$ cat config.mk
export PLATFORM = sky130hd
export DESIGN_NAME = game_flow_ctrl_flat
export DESIGN_NICKNAME = d
export VERILOG_FILES = /design/src/rtl/game_flow_if.sv /design/src/rtl/game_flow_ctrl.sv /design/src/flat_wrapper.sv
export SDC_FILE = /design/constraint.sdc
export NUM_CORES = 1
export LEC_CHECK = 0
export CORE_MARGIN = 3
export CORE_UTILIZATION = 55
export DETAILED_ROUTE_END_ITERATION = 10
export PLACE_DENSITY = 0.8
export SYNTH_ARGS = -nofsm -noshare
export SYNTH_HDL_FRONTEND = slang
export SYNTH_SLANG_ARGS = --single-unit
$ cat constraint.sdc
create_clock -name clk -period 7.1 [get_ports clk]
set_input_delay 1.42 -clock clk [delete_from_list [all_inputs] [get_ports clk]]
set_output_delay 1.42 -clock clk [all_outputs]
set_load 0.05 [all_outputs]
$ cat src/rtl/game_flow_if.sv
// Control/status bundle between the game-flow controller and the rest of the game:
// player/playfield events in, score-counter controls and pacing strobe out.
interface game_flow_if #(
  parameter int LVL_W = 4
);
  logic             start;
  logic             pause;
  logic             point;
  logic             collide;
  logic             levelup;
  logic             score_en;
  logic             score_clr;
  logic             gameover;
  logic [LVL_W-1:0] level;
  logic             tick;
  logic [1:0]       state;

  modport master (
    output start, pause, point, collide, levelup,
    input  score_en, score_clr, gameover, level, tick, state
  );

  modport slave (
    input  start, pause, point, collide, levelup,
    output score_en, score_clr, gameover, level, tick, state
  );
endinterface

$ cat src/rtl/game_flow_ctrl.sv
// IDLE/PLAY/PAUSE/OVER sequencer: drives the score counter controls, tracks the
// level from levelup edges and emits a level-paced game tick. All outputs registered.
module game_flow_ctrl #(
  parameter int LVL_W       = 4,
  parameter int MAX_LEVEL   = 9,
  parameter int BASE_PERIOD = 25_000_000,
  parameter int PERIOD_STEP = 2_000_000,
  parameter int MIN_PERIOD  = 5_000_000
) (
  input  logic       clk,
  input  logic       rst,
  game_flow_if.slave gf
);
  typedef enum logic [1:0] {IDLE = 2'b00, PLAY = 2'b01, PAUSE = 2'b10, OVER = 2'b11} state_t;

  localparam logic [LVL_W-1:0] MAX_LVL = LVL_W'(MAX_LEVEL);
  localparam logic [31:0]      BASE    = 32'(BASE_PERIOD);
  localparam logic [31:0]      STEP    = 32'(PERIOD_STEP);
  localparam logic [31:0]      MINP    = 32'(MIN_PERIOD);

  state_t           state_q, state_d;
  logic             score_en_q, score_en_d;
  logic             score_clr_q, score_clr_d;
  logic             gameover_q, gameover_d;
  logic             tick_q, tick_d;
  logic             hist_q, hist_d;
  logic [LVL_W-1:0] level_q, level_d;
  logic [31:0]      cnt_q, cnt_d;

  logic [31:0] dec, raw_period, period, period_m1;

  // Period shrinks with level; the subtraction is clamped at zero before the floor.
  always_comb begin
    dec        = 32'(level_q) * STEP;
    raw_period = (dec >= BASE) ? 32'd0 : BASE - dec;
    period     = (raw_period < MINP) ? MINP : raw_period;
    period_m1  = (period == 32'd0) ? 32'd0 : period - 32'd1;
  end

  always_comb begin
    state_d     = state_q;
    score_en_d  = 1'b0;
    score_clr_d = 1'b0;
    gameover_d  = 1'b0;
    tick_d      = 1'b0;
    level_d     = level_q;
    cnt_d       = cnt_q;
    hist_d      = gf.levelup;
    case (state_q)
      IDLE: begin
        if (gf.start) begin
          state_d = PLAY;
          level_d = '0;
          cnt_d   = '0;
        end
      end
      PLAY: begin
        if (gf.levelup && !hist_q && (level_q < MAX_LVL)) level_d = level_q + 1'b1;
        if (gf.collide) begin
          state_d = OVER;
        end else begin
          if (gf.pause) state_d = PAUSE;
          score_en_d = gf.point;
          // >= rather than == so a mid-count level-up that shrinks the period still fires.
          if (cnt_q >= period_m1) begin
            tick_d = 1'b1;
            cnt_d  = '0;
          end else begin
            cnt_d = cnt_q + 32'd1;
          end
        end
      end
      PAUSE: begin
        if (gf.pause) state_d = PLAY;
      end
      OVER: begin
        if (gf.start) begin
          state_d     = PLAY;
          level_d     = '0;
          cnt_d       = '0;
          score_clr_d = 1'b1;
        end
      end
      default: state_d = IDLE;
    endcase
    if (state_d == IDLE) score_clr_d = 1'b1;
    gameover_d = (state_d == OVER);
  end

  always_ff @(posedge clk) begin
    if (rst) begin
      state_q     <= IDLE;
      score_en_q  <= 1'b0;
      score_clr_q <= 1'b1;
      gameover_q  <= 1'b0;
      tick_q      <= 1'b0;
      hist_q      <= 1'b0;
      level_q     <= '0;
      cnt_q       <= '0;
    end else begin
      state_q     <= state_d;
      score_en_q  <= score_en_d;
      score_clr_q <= score_clr_d;
      gameover_q  <= gameover_d;
      tick_q      <= tick_d;
      hist_q      <= hist_d;
      level_q     <= level_d;
      cnt_q       <= cnt_d;
    end
  end

  assign gf.state     = state_q;
  assign gf.score_en  = score_en_q;
  assign gf.score_clr = score_clr_q;
  assign gf.gameover  = gameover_q;
  assign gf.tick      = tick_q;
  assign gf.level     = level_q;
endmodule

$ cat src/flat_wrapper.sv
// flat-port wrapper written by rule: the top's interface ports become plain ports
module game_flow_ctrl_flat 
#(
  parameter int LVL_W       = 4,
  parameter int MAX_LEVEL   = 9,
  parameter int BASE_PERIOD = 25_000_000,
  parameter int PERIOD_STEP = 2_000_000,
  parameter int MIN_PERIOD  = 5_000_000
)
  (clk, rst, gf_start, gf_pause, gf_point, gf_collide, gf_levelup, gf_score_en, gf_score_clr, gf_gameover, gf_level, gf_tick, gf_state);
  game_flow_if #(.LVL_W(LVL_W)) gf_i ();
  input  logic clk;
  input  logic rst;
  input wire logic [$bits(gf_i.start)-1:0] gf_start;
  input wire logic [$bits(gf_i.pause)-1:0] gf_pause;
  input wire logic [$bits(gf_i.point)-1:0] gf_point;
  input wire logic [$bits(gf_i.collide)-1:0] gf_collide;
  input wire logic [$bits(gf_i.levelup)-1:0] gf_levelup;
  output wire logic [$bits(gf_i.score_en)-1:0] gf_score_en;
  output wire logic [$bits(gf_i.score_clr)-1:0] gf_score_clr;
  output wire logic [$bits(gf_i.gameover)-1:0] gf_gameover;
  output wire logic [$bits(gf_i.level)-1:0] gf_level;
  output wire logic [$bits(gf_i.tick)-1:0] gf_tick;
  output wire logic [$bits(gf_i.state)-1:0] gf_state;
  assign gf_i.start = gf_start;
  assign gf_i.pause = gf_pause;
  assign gf_i.point = gf_point;
  assign gf_i.collide = gf_collide;
  assign gf_i.levelup = gf_levelup;
  assign gf_score_en = gf_i.score_en;
  assign gf_score_clr = gf_i.score_clr;
  assign gf_gameover = gf_i.gameover;
  assign gf_level = gf_i.level;
  assign gf_tick = gf_i.tick;
  assign gf_state = gf_i.state;
  game_flow_ctrl #(.LVL_W(LVL_W), .MAX_LEVEL(MAX_LEVEL), .BASE_PERIOD(BASE_PERIOD), .PERIOD_STEP(PERIOD_STEP), .MIN_PERIOD(MIN_PERIOD)) u_core (.clk(clk), .rst(rst), .gf(gf_i));
endmodule
# Word-level counts from Yosys, hierarchy flattened
# Cells that the tools add are included.
# word_totals
n_memories	0
word_cells	55
latch_bits	0
regBits	43
output_inout_bits	10
ramBits	0
inputBits	7
rom_bits	0
# classes
eq_ne	7
mux	18
bitwise	1
magnitude_cmp	4
n_mul	1
div	0
n_reduce_logical	12
n_addsub	4
shifts	0
# ops
cell	count
32-bit 2-to-1 mux	6
32-bit one-hot mux with 2 select lines	1
32-bit by 1-bit adder with 32-bit output (second input constant)	1
32-bit greater-or-equal comparator	1
32-bit logical NOT	1
32-bit by 23-bit less-than comparator with 1-bit output (second input constant)	1
32-bit by 1-bit subtractor with 32-bit output (second input constant)	1
25-bit by 25-bit subtractor with 26-bit output (first input constant)	1
25-bit greater-or-equal comparator (second input constant)	1
4-bit by 14-bit multiplier with 18-bit output (second input constant)	1
2-bit 2-to-1 mux	4
4-bit 2-to-1 mux	2
4-bit one-hot mux with 2 select lines	1
2-bit equality test (second input constant)	3
2-bit one-hot mux with 3 select lines	1
3-bit AND reduction	2
4-bit by 1-bit adder with 4-bit output (second input constant)	1
2-bit logical NOT	2
4-bit less-than comparator (second input constant)	1
2-bit by 1-bit inequality test with 1-bit output (second input constant)	2
2-bit OR reduction	2
1-bit 2-to-1 mux	3
3-bit OR reduction	1
2-bit by 1-bit equality test with 1-bit output (second input constant)	1
other kinds (5)	6

# Logic depth before layout (Yosys ltp)
# Gate-level depths: netlist (run 1).
# logic_depth
ltp_word	11
ltp_mapped	31
ltp_nobuf	28

# Least setup slack after synthesis (run 1)
# OpenSTA, ideal clock, no wires.
# synth_path
path_kind	flip-flop to flip-flop
from	reg u_core.level_q[1] (netlist: u_core.gf.level[1])
to	reg u_core.cnt_q[11]
t_arrival_ns	6.526
stages_incl_launch_ff	25
setup_ns	0.059
setup_slack_ns	0.515
path_buffers	3
required_time_ns	7.041
synth_period_minus_slack_ns	6.585
path_cell_list	dfxtp_1 > inv_1 > ha_1 > fa_1 > ha_1 > a211oi_2 > nor2_1 > and2b_1 > nand3_2 > xor2_2 > and2b_1 > o31a_4 > buf_6 > nand2b_1 > ha_1 > clkbuf_1 > ha_1 > nor2b_1 > a2111oi_0 > a211oi_1 > o21a_1 > or3_1 > buf_2 > nor2_2 > a22o_1
# synth_via
elab_chain_len	11
elab_cells_between_ends	13
classes_between	add/sub (2); mul (1); order compare (3); mux (6); reduce/logical (1)
# synth_rtl
item	line_no	text
from (decl)	game_flow_ctrl.sv:27	logic [LVL_W-1:0] level_q, level_d;
from (signal assigned)	game_flow_ctrl.sv:107	level_q <= level_d;
4-bit by 14-bit multiplier with 18-bit output *	game_flow_ctrl.sv:34	dec = 32'(level_q) * STEP;
25-bit by 25-bit subtractor with 26-bit output / 25-bit greater-or-equal comparator (equally long branches)	game_flow_ctrl.sv:35	raw_period = (dec >= BASE) ? 32'd0 : BASE - dec;
32-bit 2-to-1 mux *	game_flow_ctrl.sv:35	
32-bit by 23-bit less-than comparator with 1-bit output	game_flow_ctrl.sv:36	period = (raw_period < MINP) ? MINP : raw_period;
32-bit 2-to-1 mux *	game_flow_ctrl.sv:36	
32-bit by 1-bit subtractor with 32-bit output / 32-bit logical NOT (equally long branches)	game_flow_ctrl.sv:37	period_m1 = (period == 32'd0) ? 32'd0 : period - 32'd1;
32-bit 2-to-1 mux *	game_flow_ctrl.sv:37	
32-bit greater-or-equal comparator *	game_flow_ctrl.sv:65	if (cnt_q >= period_m1) begin
32-bit 2-to-1 mux *	game_flow_ctrl.sv:65	
32-bit 2-to-1 mux *	game_flow_ctrl.sv:59	if (gf.collide) begin
32-bit one-hot mux with 2 select lines *	game_flow_ctrl.sv:49	case (state_q)
to (signal assigned)	game_flow_ctrl.sv:108	cnt_q <= cnt_d;
to (decl)	game_flow_ctrl.sv:28	logic [31:0] cnt_q, cnt_d;
# Mark *: on every way between the ends. The rest lies on a longest branch, timed or not. The select of a mux whose other input is x is not followed.
# A chain may end at the register's enable or synchronous reset.

# Worst setup path after layout (run 1)
# layout_path
from	reg u_core.level_q[1] (netlist: u_core.gf.level[1])
to	reg u_core.cnt_q[23]
# Same word-level chain as after synthesis.

==> results.py, run 1 <==
metrics = {
    "status": {
        "status": "complete, no violations",
    },
    "route": {
        "vias": 4555,
        "ant_nets": 0,
        "first_pass_iters": 5,
        "drt_iter0_markers": 252,
        "drcViolationCount": 0,
        "routed_wl_um": 11400,
        "wl_per_cell_um": 16.1,
        "vias_per_cell": 6.40,
    },
    "worst_setup_path": {
        "arrival_ns": 6.84,
        "rr_worst_depth": 21,
        "worstReg2RegStart": "u_core.gf.level[1]",
        "worstSetupEndpointType": "flip-flop",
        "path_class": "flip-flop to flip-flop",
        "crit_fanout": 14,
        "r2r_slack_ns": 0.49,
        "cp-start-kind": "flip-flop",
        "reg2reg_to": "u_core.cnt_q[23]",
        "cp.required_ns": 7.33,
    },
    "pwr": {
        "p_per_area_nw_per_um2": 179,
        "ir_drop_v": 0.000134,
        "p_leak_nw": 2.11,
    },
    "synth": {
        "synth_area_leader_cell": "dfxtp_1",
        "ys_types": 90,
        "async_flop_share_pct": 0,
        "synthesis.area_um2": 4830,
        "netlist.area_leader.share_pct": 17.8,
        "synth_enable_flop_cells": 0,
        "synth.avg_cell_area_um2": 8.21,
        "seq_area_frac_synth_pct": 17.8,
        "synth_commonest_cells": "nand2_1 (61), ha_1 (60), dfxtp_1 (43)",
        "ys.flop_type": "dfxtp_1",
        "synth_seq_cells": 43,
        "yosysMostFrequentCell": "nand2_1",
        "synthTopCellsByArea": "dfxtp_1 (18%), ha_1 (16%), nand2_1 (4.7%), nand3_1 (4.0%), a21oi_1 (3.6%)",
        "ys_warn_count": 0,
        "postSynthCellCount": 588,
    },
    "timing": {
        "setup_tns_ns": 0,
        "tightest_slew_ns": 1.07,
        "timing.final.crit_share_pct": 93.1,
        "finalSetupViolCount": 0,
        "worst_hold_slack_ns": 0.518,
        "rsz0062_at_grt": "false",
        "layout_min_cycle_time_ns": 6.61,
        "finalHoldViolCount": 0,
        "setup_slack_ns": 0.490,
        "max_slew_margin_pct": 27.6,
        "finClkSkew_ns": 0.0126,
        "timing.fmax_mhz": 151,
        "drv_slew": 0,
    },
    "flow_run": {
        "maxCapViolations": 0,
    },
    "floorplan": {
        "fp.dieH_um": 99.7,
        "die_w_um": 99.7,
        "fp.dieArea_um2": 9940,
        "num_io_pins": 17,
        "start_util_pct": 57.6,
        "fp-row-count": 33,
        "core_um2": 8380,
    },
    "clock_network": {
        "clk_path_buf_depth": 2,
        "cts-root-buf": "clkbuf_8",
        "post_cts_buffers": 0,
        "holdBufCountCts": 0,
        "h-tree-depth": 2,
        "clk_pin_slew_worst_paths_ns": 0.09,
        "clkSinkCount": 43,
        "clk_latency_ns": 0.30,
        "cts_made_buffers": 5,
        "cts_tree": "yes",
        "ctsResizeCount": 0,
    },
    "placement": {
        "io_buffers": 16,
        "post-place-ws_ns": 0.615,
        "dpl_cell_area_um2": 5100,
        "hpwl_um": 8920,
        "place.gp.congestion": 0.876,
    },
    "global_routing": {
        "grt_antenna_before_repair": 0,
        "gr-total-overflow": 0,
        "grt_pass1_wl_um": 19500,
        "first_global_vias": 4273,
        "grt_usage_pct": 23.3,
        "grt_max_degree": 21,
    },
    "worst_hold_path": {
        "min_from": "u_core.cnt_q[1]",
        "hold_depth": 2,
        "hold_path.class": "flip-flop to flip-flop",
        "hold_end": "u_core.cnt_q[1]",
    },
    "layout": {
        "layout-drive-gt1-share_pct": 8.90,
        "n_antenna_cell": 0,
        "syn2layout_area_growth_pct": 7.88,
        "fin_util_pct": 62.1,
        "fin_nets": 679,
        "stdcell_area_um2": 5210,
    },
}
==> flip-flops by register name, summed over array words and instances, names as in the netlist <==
name                 count
u_core.gf.gameover       1
u_core.gf.state          2
u_core.gf.score_clr      1
u_core.hist_q            1
u_core.gf.level          4
u_core.gf.tick           1
u_core.gf.score_en       1
u_core.cnt_q            32
==> kinds of logic (layout without fill, tap and decap cells) <==
family          Yosys count  in the layout  synth area share (%)
flops                    43             43                  17.8
buf+inv                  38             51                  3.63
compound gates          169            169                  26.3
xor+xnor                 20             20                  4.87
simple gates            247            247                  28.7
other cells               2              8                 0.156
mux                       4              4                 0.881
fa+ha+maj                65             65                  17.6
==> worst max-delay path, stage by stage (launching register included) <==
cell,delay [ns]
dfxtp_1,0.32
buf_4,0.19
fa_1,0.53
fa_1,0.41
ha_1,0.36
a21oi_1,0.36
a2111oi_2,0.16
a2111oi_4,0.46
a211oi_1,0.13
nand2b_1,0.22
and2b_1,0.21
o31a_4,0.34
or2_1,0.24
ha_1,0.29
a21o_1,0.18
a211o_1,0.29
a2111oi_0,0.35
a211oi_1,0.17
o21a_1,0.24
or3_1,0.52
nor2_2,0.35
a22o_1,0.21
==> power by group <==
part | internal, W | leakage [nW] | total, W | switching [W]
combinational | 0.000174 | 1.71 | 0.000477 | 0.000303
sequential | 0.000252 | 0.348 | 0.000266 | 0.0000144
clock | 0.000103 | 0.0502 | 0.000191 | 0.0000877
==> how the worst max path moves through the flow <==
stage	startpoint	endpoint	cells past startpoint
2_1_floorplan	u_core.gf.level[1]	u_core.cnt_q[11]	24
3_3_place_gp	u_core.gf.level[2]	u_core.cnt_q[11]	21
3_5_place_dp	u_core.gf.level[2]	u_core.cnt_q[23]	21
4_1_cts	u_core.gf.level[1]	u_core.cnt_q[23]	20
5_1_grt	u_core.gf.level[1]	u_core.cnt_q[23]	20
6_report	u_core.gf.level[1]	u_core.cnt_q[23]	21
==> cell usage in the layout, fill, tap and decap left out, drive strengths merged, types with 9 or more instances in the layout <==
| cell type | synthesis | final |
|---|---|---|
| and2 | 10 | 10 |
| o311ai | 14 | 14 |
| nand4 | 10 | 10 |
| nor3 | 11 | 11 |
| inv | 20 | 20 |
| ha | 60 | 60 |
| nand2b | 11 | 11 |
| a21o | 11 | 11 |
| nor4 | 9 | 9 |
| a21oi | 36 | 36 |
| or3 | 10 | 10 |
| clkdlybuf4s50 | 0 | 16 |
| nor2b | 13 | 13 |
| o21ai | 37 | 37 |
| dfxtp | 43 | 43 |
| nand2 | 63 | 63 |
| xnor2 | 12 | 12 |
| nor2 | 31 | 31 |
| nand3 | 40 | 40 |
==> stage by stage <==
| step | cells | total power (W) |
|---|---|---|
| floorplan | 594 | 0.000630 |
| global route | 712 | 0.000999 |
| global placement | 705 | 0.000726 |
| CTS | 712 | 0.000930 |
| finish | 712 | 0.000934 |
| detailed placement | 705 | 0.000740 |
==> layer usage <==
| layer | GRT usage [%] | wire (um) | vias to the layer above |
|---|---|---|---|
| li1 | - | - | 2253 |
| met1 | 31.3 | 5310 | 2152 |
| met2 | 39.0 | 5500 | 131 |
| met3 | 3.44 | 472 | 19 |
| met4 | 5.88 | 153 | 0 |
| met5 | 0 | 0 | - |
==> area by class of cell <==
class / count / area (um^2)
Clock buffer: 5 / 68.8
Clock inverter: 2 / 37.5
Fill cell: 725 / 3170
Inverter: 20 / 75.1
Multi-Input combinational cell: 513 / 3810
Sequential cell: 43 / 861
Tap cell: 105 / 131
Timing Repair Buffer: 24 / 220
(Power assumes the default switching activity.)
==> run 2, diff against run 1 <==
--- a/config.mk
+++ b/config.mk
@@ -7,7 +7,9 @@
 export LEC_CHECK = 0
 export CORE_MARGIN = 3
 export CORE_UTILIZATION = 55
+export CTS_CLUSTER_SIZE = 14
 export DETAILED_ROUTE_END_ITERATION = 10
+export HOLD_SLACK_MARGIN = 0.15
 export PLACE_DENSITY = 0.8
 export SYNTH_ARGS = -nofsm -noshare
 export SYNTH_HDL_FRONTEND = slang
==> results of run 2 <==
Final layout, timing and power as in run 1 (identical DEF).
